### src/rtl/counter_updown_mod.sv
// Synchronous up/down modulo counter.
// Features: programmable inclusive limit, wrap or saturate at the
// boundaries, synchronous load, and a registered terminal-count pulse.
module counter_updown_mod #(
  parameter int unsigned       WIDTH    = 8,
  parameter logic [WIDTH-1:0]  RST_VAL  = '0,
  parameter bit                SATURATE = 1'b0
) (
  input  logic             clk,
  input  logic             reset,
  input  logic             load,
  input  logic [WIDTH-1:0] load_val,
  input  logic             en,
  input  logic             dir,
  input  logic [WIDTH-1:0] lim,
  output logic [WIDTH-1:0] q,
  output logic             tc,
  output logic             at_bound
);

  logic [WIDTH-1:0] q_nxt;
  logic             tc_nxt;

  // Boundary flag for the current direction, visible in the same cycle
  assign at_bound = (!dir && (q >= lim)) || (dir && (q == '0));

  // Next-state selection: load > enabled step > hold
  always_comb begin
    q_nxt  = q;
    tc_nxt = 1'b0;
    if (load) begin
      q_nxt = load_val;
    end else if (en) begin
      if (!dir) begin
        if (q < lim) begin
          q_nxt = q + WIDTH'(1);
        end else begin
          // At or above the limit: this edge is a boundary event
          tc_nxt = 1'b1;
          if (q == lim) begin
            q_nxt = SATURATE ? q : '0;
          end else begin
            q_nxt = SATURATE ? lim : '0;
          end
        end
      end else begin
        if (q > lim) begin
          // Out of range from above: step back into range quietly
          q_nxt = lim;
        end else if (q == '0) begin
          tc_nxt = 1'b1;
          q_nxt  = SATURATE ? '0 : lim;
        end else begin
          q_nxt = q - WIDTH'(1);
        end
      end
    end
  end

  // State registers with asynchronous reset
  always_ff @(posedge clk or posedge reset) begin
    if (reset) begin
      q  <= RST_VAL;
      tc <= 1'b0;
    end else begin
      q  <= q_nxt;
      tc <= tc_nxt;
    end
  end

endmodule
### config.mk
export PLATFORM = sky130hd
export DESIGN_NAME = counter_updown_mod
export DESIGN_NICKNAME = d
export VERILOG_FILES = /design/src/rtl/counter_updown_mod.sv
export SDC_FILE = /design/constraint.sdc
export NUM_CORES = 1
export LEC_CHECK = 0
export BUFFER_PORTS_ARGS = -buffer_cell sky130_fd_sc_hd__buf_4
export CAP_MARGIN = 20
export CELL_PAD_IN_SITES_DETAIL_PLACEMENT = 1
export CELL_PAD_IN_SITES_GLOBAL_PLACEMENT = 1
export CORE_UTILIZATION = 34
export DETAILED_ROUTE_END_ITERATION = 10
export MAX_ROUTING_LAYER = met4
export PLACE_DENSITY = 0.8
export SLEW_MARGIN = 20
export SYNTH_ARGS = -nofsm -noshare
export SYNTH_HDL_FRONTEND = slang
export SYNTH_SLANG_ARGS = --single-unit
### constraint.sdc
create_clock -name clk -period 2.3 [get_ports clk]
set_clock_uncertainty 0.2 [all_clocks]
set_input_delay 0.46 -clock clk [delete_from_list [all_inputs] [get_ports clk]]
set_output_delay 0.46 -clock clk [all_outputs]
set_load 0.02 [all_outputs]
# [Word level (Yosys, flattened, before mapping)]
# Cells that the tools add are included.
[totals] reg_bits=9 input_bits=21 out_inout_bits=10
[classes] addsub=2 magnitude_cmp=3 mux=12 reduce_logical=6
[ops] op="$mux W8" n=6
[ops] op="$add A8 B1 Y8 const B" n=1
[ops] op="$ge A8 B8 Y1" n=1
[ops] op="$gt A8 B8 Y1" n=1
[ops] op="$logic_not A8 Y1" n=1
[ops] op="$lt A8 B8 Y1" n=1
[ops] op="$sub A8 B1 Y8 const B" n=1
[ops] op="$mux W1" n=6
[ops] op="$logic_and A1 B1 Y1" n=2
[ops] op="$reduce_bool A2 Y1" n=1
[ops] op="$logic_not A1 Y1" n=1
[ops] op="$logic_or A1 B1 Y1" n=1

# [Depth between registers and ports, before layout]
# Gate-level depths: netlist of run 1.
[depth] depth_word=6 ltp_mapped=10

# [Least setup slack after synthesis of run 1]
# Ideal clock, no wire load.
[synth_timing] path_type="register -> output" from="reg q[0]" to="out at_bound" arrival_ns=1.987 slack_ns=-0.347 path_stages_with_launch=8 path_buffers=0 path_cell_list="dfrtp_1 > inv_1 > ha_1 > nor2b_4 > o211ai_2 > a21o_1 > nor4b_4 > a21boi_0"
[synth_via] elab_chain_len=3
[synth_rtl] item="from (decl)" line="16" source="output logic [WIDTH-1:0] q,"
[synth_rtl] item="from (signal assigned)" line="66" source="q <= q_nxt;"
[synth_rtl] item="$ge A8 B8 Y1 or $logic_not A8 Y1 (tied branches)" line="25" source="assign at_bound = (!dir && (q >= lim)) || (dir && (q == '0));"
[synth_rtl] item="$logic_and A1 B1 Y1" line="25"
[synth_rtl] item="$logic_or A1 B1 Y1 (*)" line="25"
[synth_rtl] item="to (decl)" line="18" source="output logic at_bound"
# Every way passes the cells marked *; elsewhere a longest branch is shown, timed or not.

# [Worst setup path in the final report of run 1]
[layout_timing] from="reg q[3]" to="out at_bound"
# The elaborated chain is that of the path after synthesis.

==> results of run 1 <==
## path summary, 6_finish.rpt
kind / from / endpoint / depth (start not counted)
setup / recovery: q[3] / at_bound / 7
hold / removal: lim[2] / q[2] / 3
setup reg to reg: q[1] / q[5] / 10
hold reg to reg: q[7] / q[7] / 4
max in group asynchronous: reset / q[7] / 3
min in group asynchronous: reset / q[3] / 3
## cell usage in the layout, fill, tap and decap left out, types with 2 or more instances in the layout
cell type,synthesis,layout
xor2_1,3,3
clkbuf_4,0,3
nand2b_1,2,2
buf_6,1,3
nand4_1,2,2
dfrtp_1,9,5
dfrtp_2,0,4
a211oi_1,3,2
nor2_1,14,13
mux2i_1,4,2
a21o_1,5,5
nor3_1,5,5
o21ai_1,1,2
inv_2,0,2
o21ai_2,0,2
and3_1,2,2
o21ai_0,9,6
nand2_1,16,15
a21oi_1,7,6
buf_4,0,45
inv_1,13,11
nand3_1,11,10
xnor2_1,9,9
ha_1,11,10
nand3_4,1,2
## tightest hold or removal path, stage by stage
cell,delay (ns)
buf_4,0.12
nand3_4,0.06
a21oi_2,0.05
## power breakdown
group	internal (W)	leakage [nW]	total [W]	switching (W)
Combinational	0.000314	0.651	0.000638	0.000324
Sequential	0.000183	0.104	0.000202	0.0000193
Clock	0.0000674	0.0150	0.000147	0.0000795
Total	0.000564	0.770	0.000987	0.000423
## stage by stage
| step | cell area [µm²] | hold WS [ns] | worst slack [ns] | setup TNS, ns | utilization [%] |
|---|---|---|---|---|---|
| finish | 1660 | 0.219 | -0.244 | -0.960 | 52.7 |
| global route | 1660 | 0.230 | -0.316 | -1.72 | 52.7 |
| CTS | 1600 | 0.242 | -0.198 | -0.420 | 50.6 |
| detailed placement | 1530 | 0.280 | -0.228 | -1.52 | 48.6 |
| global placement | 1530 | 0.275 | -0.162 | -0.984 | 48.6 |
| floorplan | 1190 | 0.0876 | -0.0830 | -0.0969 | - |
## timing repair
action,4_1_cts,5_1_grt
pin swaps,9,5
endpoints found under the setup margin,5,9
hold buffers,1,0
hold endpoints to repair,9,0
setup buffers,3,2
gates resized for setup,5,13
## layout make-up
type,count,area [µm²]
clock buffers,4,26.3
multi-input cells,118,901
repair buffers,50,402
fillers,402,1490
well taps,44,55.1
inverters,13,48.8
flip-flops and latches,9,230
## state kept, by name, summed over array words and instances (netlist names)
signal / cells
q: 8
tc: 1
## cells by family (layout without fill, tap and decap cells)
group	Yosys count	after routing	synth area share, %
flip-flops	9	9	19.3
adder cells (fa/ha/maj)	11	11	11.8
XOR/XNOR	12	12	9.02
multiplexers	5	5	4.40
buffers and inverters	22	67	9.34
AND/OR/NAND/NOR	59	59	28.1
AO/OA/AOI/OAI	31	31	17.9
## routing by layer
layer	global-route usage [%]	up-vias	routed length (µm)
met5	-	-	0
met4	8.77	0	57
met3	3.62	6	158
met2	40.2	32	1930
met1	28.5	604	1730
li1	-	605	-
==> impl_metrics.csv, run 1 <==
group,metric,value,unit
clock_tree,numCtsBuffers,3,
synthesis,yosysWarnings,0,
routing,avgRoutedWirePerCell,16.3,µm
placed_design,routabilityCongestion,0.852,
clock_tree,cts-root-buf,"clkbuf_4",
synthesis,synth_cell_type_count,37,
layout,fin_nets,227,
global_route,grt_pass1_wl,6.11,mm
synthesis,syn_inst,149,
synthesis,yosys-top-cells-count,"16 x nand2_1, 14 x nor2_1, 13 x inv_1",
outcome,violations,"negative setup slack",
synthesis,syn_nets,181,
sta,finalHoldViolCount,0,
placed_design,numPortBuffers,30,
setup_path,worstPathArrival,1.88,ns
sta,slew_violations,0,
routing,antenna_left,0,
clock_tree,htree_levels,1,
flow_run,cap_violations,0,
setup_path,cp_cell_sequence,"buf_4 > nor4_2 > buf_4 > nand3_4 > nand2_2 > a21boi_2 > buf_6",
setup_path,required,1.64,ns
global_route,grt_max_degree,18,
routing,drt_iter0_drc,22,
placed_design,hpwl,2.91,mm
setup_path,cpMaxStageDelayCell,"dfrtp_1",
clock_tree,insertion_delay,0.29,ns
setup_path,endpoint_kind,"output port",
global_route,grt_pass1_vias,1318,
layout,stdcell_count,238,
synthesis,synth_top_area_cell,"dfrtp_1",
routing,vias,1247,
setup_path,startpoint_type,"flip-flop",
synthesis,synthTopCellsByArea,"dfrtp_1 19%, ha_1 12%, xnor2_1 6.8%",
setup_path,path_delay_family,"simple AND/OR/NAND/NOR gates",
sta,finalCritPeriodShare,111,%
sta,slew_headroom,70.6,%
floorplan,die_area,3660,µm²
global_route,antenna_found_initial,0,
setup_path,crit_fanout,8,
power_and_ir_drop,max-vdd-ir-drop,0.284,mV
synthesis,synthArstFlopShare,100,%
floorplan,initial_core_util,36.9,%
power_and_ir_drop,p_per_area,594,nW/µm²
synthesis,synth-edff-count,0,
synthesis,synth_most_common_cell,"nand2_1",
sta,max_freq,0.393,GHz
power_and_ir_drop,p_leak,0.770,nW
global_route,grt_use_total,23.8,%
setup_path,cpPeakStageDelay,0.39,ns
routing,finalWirelength,3.88,mm
sta,rsz0062_at_grt,"true",
synthesis,ys_seq_area_share,19.3,%
synthesis,yosysTopAreaCellShare,19.3,%
routing,dr.pass1.iters,4,
global_route,grt_remaining_overflow,0,
sta,setup_viol,9,
floorplan,io-pin-count,31,
layout,antenna_cells,0,
floorplan,core-area,3150,µm²
floorplan,die_w,60.5,µm
power_and_ir_drop,power,0.000988,W
clock_tree,cts_sinks,9,
synthesis,ys.flop_type,"dfrtp_1",
setup_path,crit_top_cell,"buf_4",
floorplan,die_h,60.5,µm
setup_path,regToRegSetupSlack,-0.16,ns
sta,layout_setup_ws,-0.244,ns
routing,drc,0,
routing,viasPerCell,5.24,
synthesis,syn-cell-area,1160,µm²
synthesis,syn_area_per_cell,7.82,µm²
outcome,outcome,"finished, violations left",
hold_path,hold_class,"in2reg",
clock_tree,clk_path_buf_depth,2,
setup_path,cp_num_buf_inv,3,
clock_tree,clk_pin_slew,0.09,ns
placed_design,dp_cells,229,
setup_path,crit_type,"reg2out",
synthesis,ys_ff_latch,9,
sta,worst_pin_slew,0.441,ns
floorplan,row_count,20,
layout,area_delta_synth_final,42.7,%
sta,fin_crit,2.54,ns
clock_tree,cts_tree,"done",
layout,drive_above_1_share,40.2,%
Power figures use the tool's default switching activity.
==> run 2, diff against run 1 <==
--- a/config.mk
+++ b/config.mk
@@ -17,3 +17,4 @@
 export SYNTH_ARGS = -nofsm -noshare
 export SYNTH_HDL_FRONTEND = slang
 export SYNTH_SLANG_ARGS = --single-unit
+export TNS_END_PERCENT = 30
==> run 2 against run 1 <==
Compared with the run above: the run still ends with negative setup slack left; combinational power is 4.1% higher; fmax is 0.58% lower; critical path depth stayed put; count of clock-buffer cells in the layout stayed put; final cell count is 1.3% higher; worst setup slack worse by 0.015 ns; first-iteration DRC count grew to 2.9 times the previous value; sequential power hardly changed; cell area is 3.8% higher; via count is 2.6% higher; sequential share of layout area is 0.65 points lower; register-to-register slack worse by 0.03 ns; largest cell class unchanged; largest power group unchanged; highest routed layer unchanged.
==> impl_metrics.csv, run 2 (synthesis results as in run 1) <==
group,metric,value,unit
outcome,outcome,"finished, violations left",
outcome,violations,"negative setup slack",
setup_path,regToRegSetupSlack,-0.19,ns
setup_path,cp_cell_sequence,"ha_4 > nor2b_4 > o211ai_2 > a21o_1 > nor4b_4 > a21boi_2 > buf_6",
routing,antenna_left,0,
clock_tree,cts-root-buf,"clkbuf_4",
power_and_ir_drop,combPwrFrac,65.5,%
routing,finalWirelength,4.32,mm
layout,top_regs,"q x8, tc x1",
clock_tree,cts_sinks,9,
power_and_ir_drop,p_leak,0.788,nW
layout,largest_reg_flops,8,
floorplan,row_count,20,
setup_path,worstPathArrival,1.90,ns
sta,max_freq,0.391,GHz
layout,largest-register,"q",
sta,rsz0062_at_grt,"true",
global_route,antenna_found_initial,0,
sta,setup-tns-final,-1.00,ns
sta,worst_pin_slew,0.453,ns
setup_path,crit_type,"reg2out",
clock_tree,htree_levels,1,
power_and_ir_drop,max-vdd-ir-drop,0.208,mV
setup_path,crit_fanout,2,
clock_tree,clk_pin_slew,0.08,ns
clock_tree,clk_path_buf_depth,2,
layout,antenna_cells,0,
routing,viasPerCell,5.31,
layout,final_cell_mix,"49 x buf_4, 15 x nand2_1, 12 x nor2_1",
power_and_ir_drop,power.switching,0.000441,W
global_route,grt_pass1_vias,1424,
routing,avgRoutedWirePerCell,17.9,µm
placed_design,numPortBuffers,30,
power_and_ir_drop,p_clk_share,14.3,%
layout,fin_nets,230,
sta,slew_headroom,69.4,%
routing,drc,0,
global_route,grt_remaining_overflow,0,
floorplan,die_area,3660,µm²
sta,finalCritPeriodShare,111,%
flow_run,cap_violations,0,
floorplan,io-pin-count,31,
layout,area_delta_synth_final,48.1,%
hold_path,hold_class,"in2reg",
floorplan,die_h,60.5,µm
setup_path,cpPeakStageDelay,0.43,ns
global_route,grt_pass1_wl,6.75,mm
floorplan,core-area,3150,µm²
setup_path,cp_num_buf_inv,1,
global_route,grt_max_degree,18,
sta,fin_crit,2.56,ns
routing,dr.pass1.iters,4,
placed_design,routabilityCongestion,0.896,
power_and_ir_drop,p_per_area,588,nW/µm²
setup_path,startpoint_type,"flip-flop",
setup_path,required,1.64,ns
setup_path,cpMaxStageDelayCell,"dfrtp_2",
floorplan,initial_core_util,36.9,%
clock_tree,numCtsBuffers,3,
routing,drt_iter0_drc,64,
sta,setup_viol,9,
layout,final_common_cell,"buf_4",
routing,vias,1280,
setup_path,endpoint_kind,"output port",
setup_path,path_delay_family,"compound AO/OA/AOI/OAI gates",
placed_design,place_ws,-0.251,ns
clock_tree,cts_tree,"done",
power_and_ir_drop,pwr-share-seq,20.2,%
power_and_ir_drop,p_sw_share,43.5,%
sta,finalHoldViolCount,0,
global_route,grt_use_total,26.9,%
sta,layout_setup_ws,-0.259,ns
floorplan,die_w,60.5,µm
placed_design,hpwl,3.07,mm
power_and_ir_drop,power,0.00101,W
layout,drive_above_1_share,41.1,%
clock_tree,insertion_delay,0.29,ns
sta,slew_violations,0,
layout,fillCellCount,401,
power_and_ir_drop,cellInternalPower,0.000573,W
==> run 2: changes by cell type in the layout (fill, tap and decap cells not counted), sizes merged <==
cell / previous run / this run
buf: 49 / 52
==> run 2: power groups by stage <==
stage / Clock [W] / Combinational, W / Sequential [W]
floorplan: 0 / 0.000317 / 0.000245
global placement: 0 / 0.000542 / 0.000202
detailed placement: 0 / 0.000572 / 0.000203
CTS: 0.000147 / 0.000629 / 0.000203
global route: 0.000150 / 0.000712 / 0.000207
finish: 0.000146 / 0.000664 / 0.000205
==> run 2: final timing paths <==
path	start	endpoint	cells past startpoint
max reg2reg	q[7]	q[5]	9
min in group asynchronous	reset	q[2]	3
min reg2reg	q[2]	q[2]	5
max in group asynchronous	reset	q[0]	3
max	q[1]	at_bound	7
min	lim[2]	q[2]	3
==> run 2: layout make-up <==
cell class	count	area [µm²]	area share, %
multi-input cells	118	947	54.9
repair buffers	53	420	24.4
flip-flops and latches	9	228	13.2
well taps	44	55.1	3.19
inverters	13	48.8	2.83
clock buffers	4	26.3	1.52
==> run 2: metal layers <==
layer / track usage [%] / vias up / wire (µm)
met5: - / - / 0
met4: 9.09 / 0 / 93
met3: 4.69 / 11 / 126
met2: 46.9 / 37 / 2200
met1: 31.1 / 625 / 1900
li1: - / 607 / -
==> run 2: worst register-to-register path, cell delays in order (launching register included) <==
cell      delay [ns]
dfrtp_1         0.43
ha_4            0.29
nand4_1         0.18
a21o_1          0.26
buf_4           0.15
a31oi_4         0.19
nand2b_4        0.22
buf_12          0.12
mux2i_1         0.24
o21ai_1         0.10
==> run 2: through the flow <==
step	std cells	utilization (%)	cell area, µm²	hold WS, ns
floorplan	149	-	1180	0.0878
global placement	231	49.0	1540	0.272
detailed placement	231	49.0	1540	0.284
CTS	241	53.6	1690	0.230
global route	241	54.7	1730	0.254
finish	241	54.7	1730	0.233
==> run 2: what timing repair did <==
action                     4_1_cts  5_1_grt
setup endpoints to repair        6        9
resized for setup               14        6
buffers inserted                 5        0
hold buffers                     1        0
hold endpoints to repair         9        0
pin swaps                       10        7
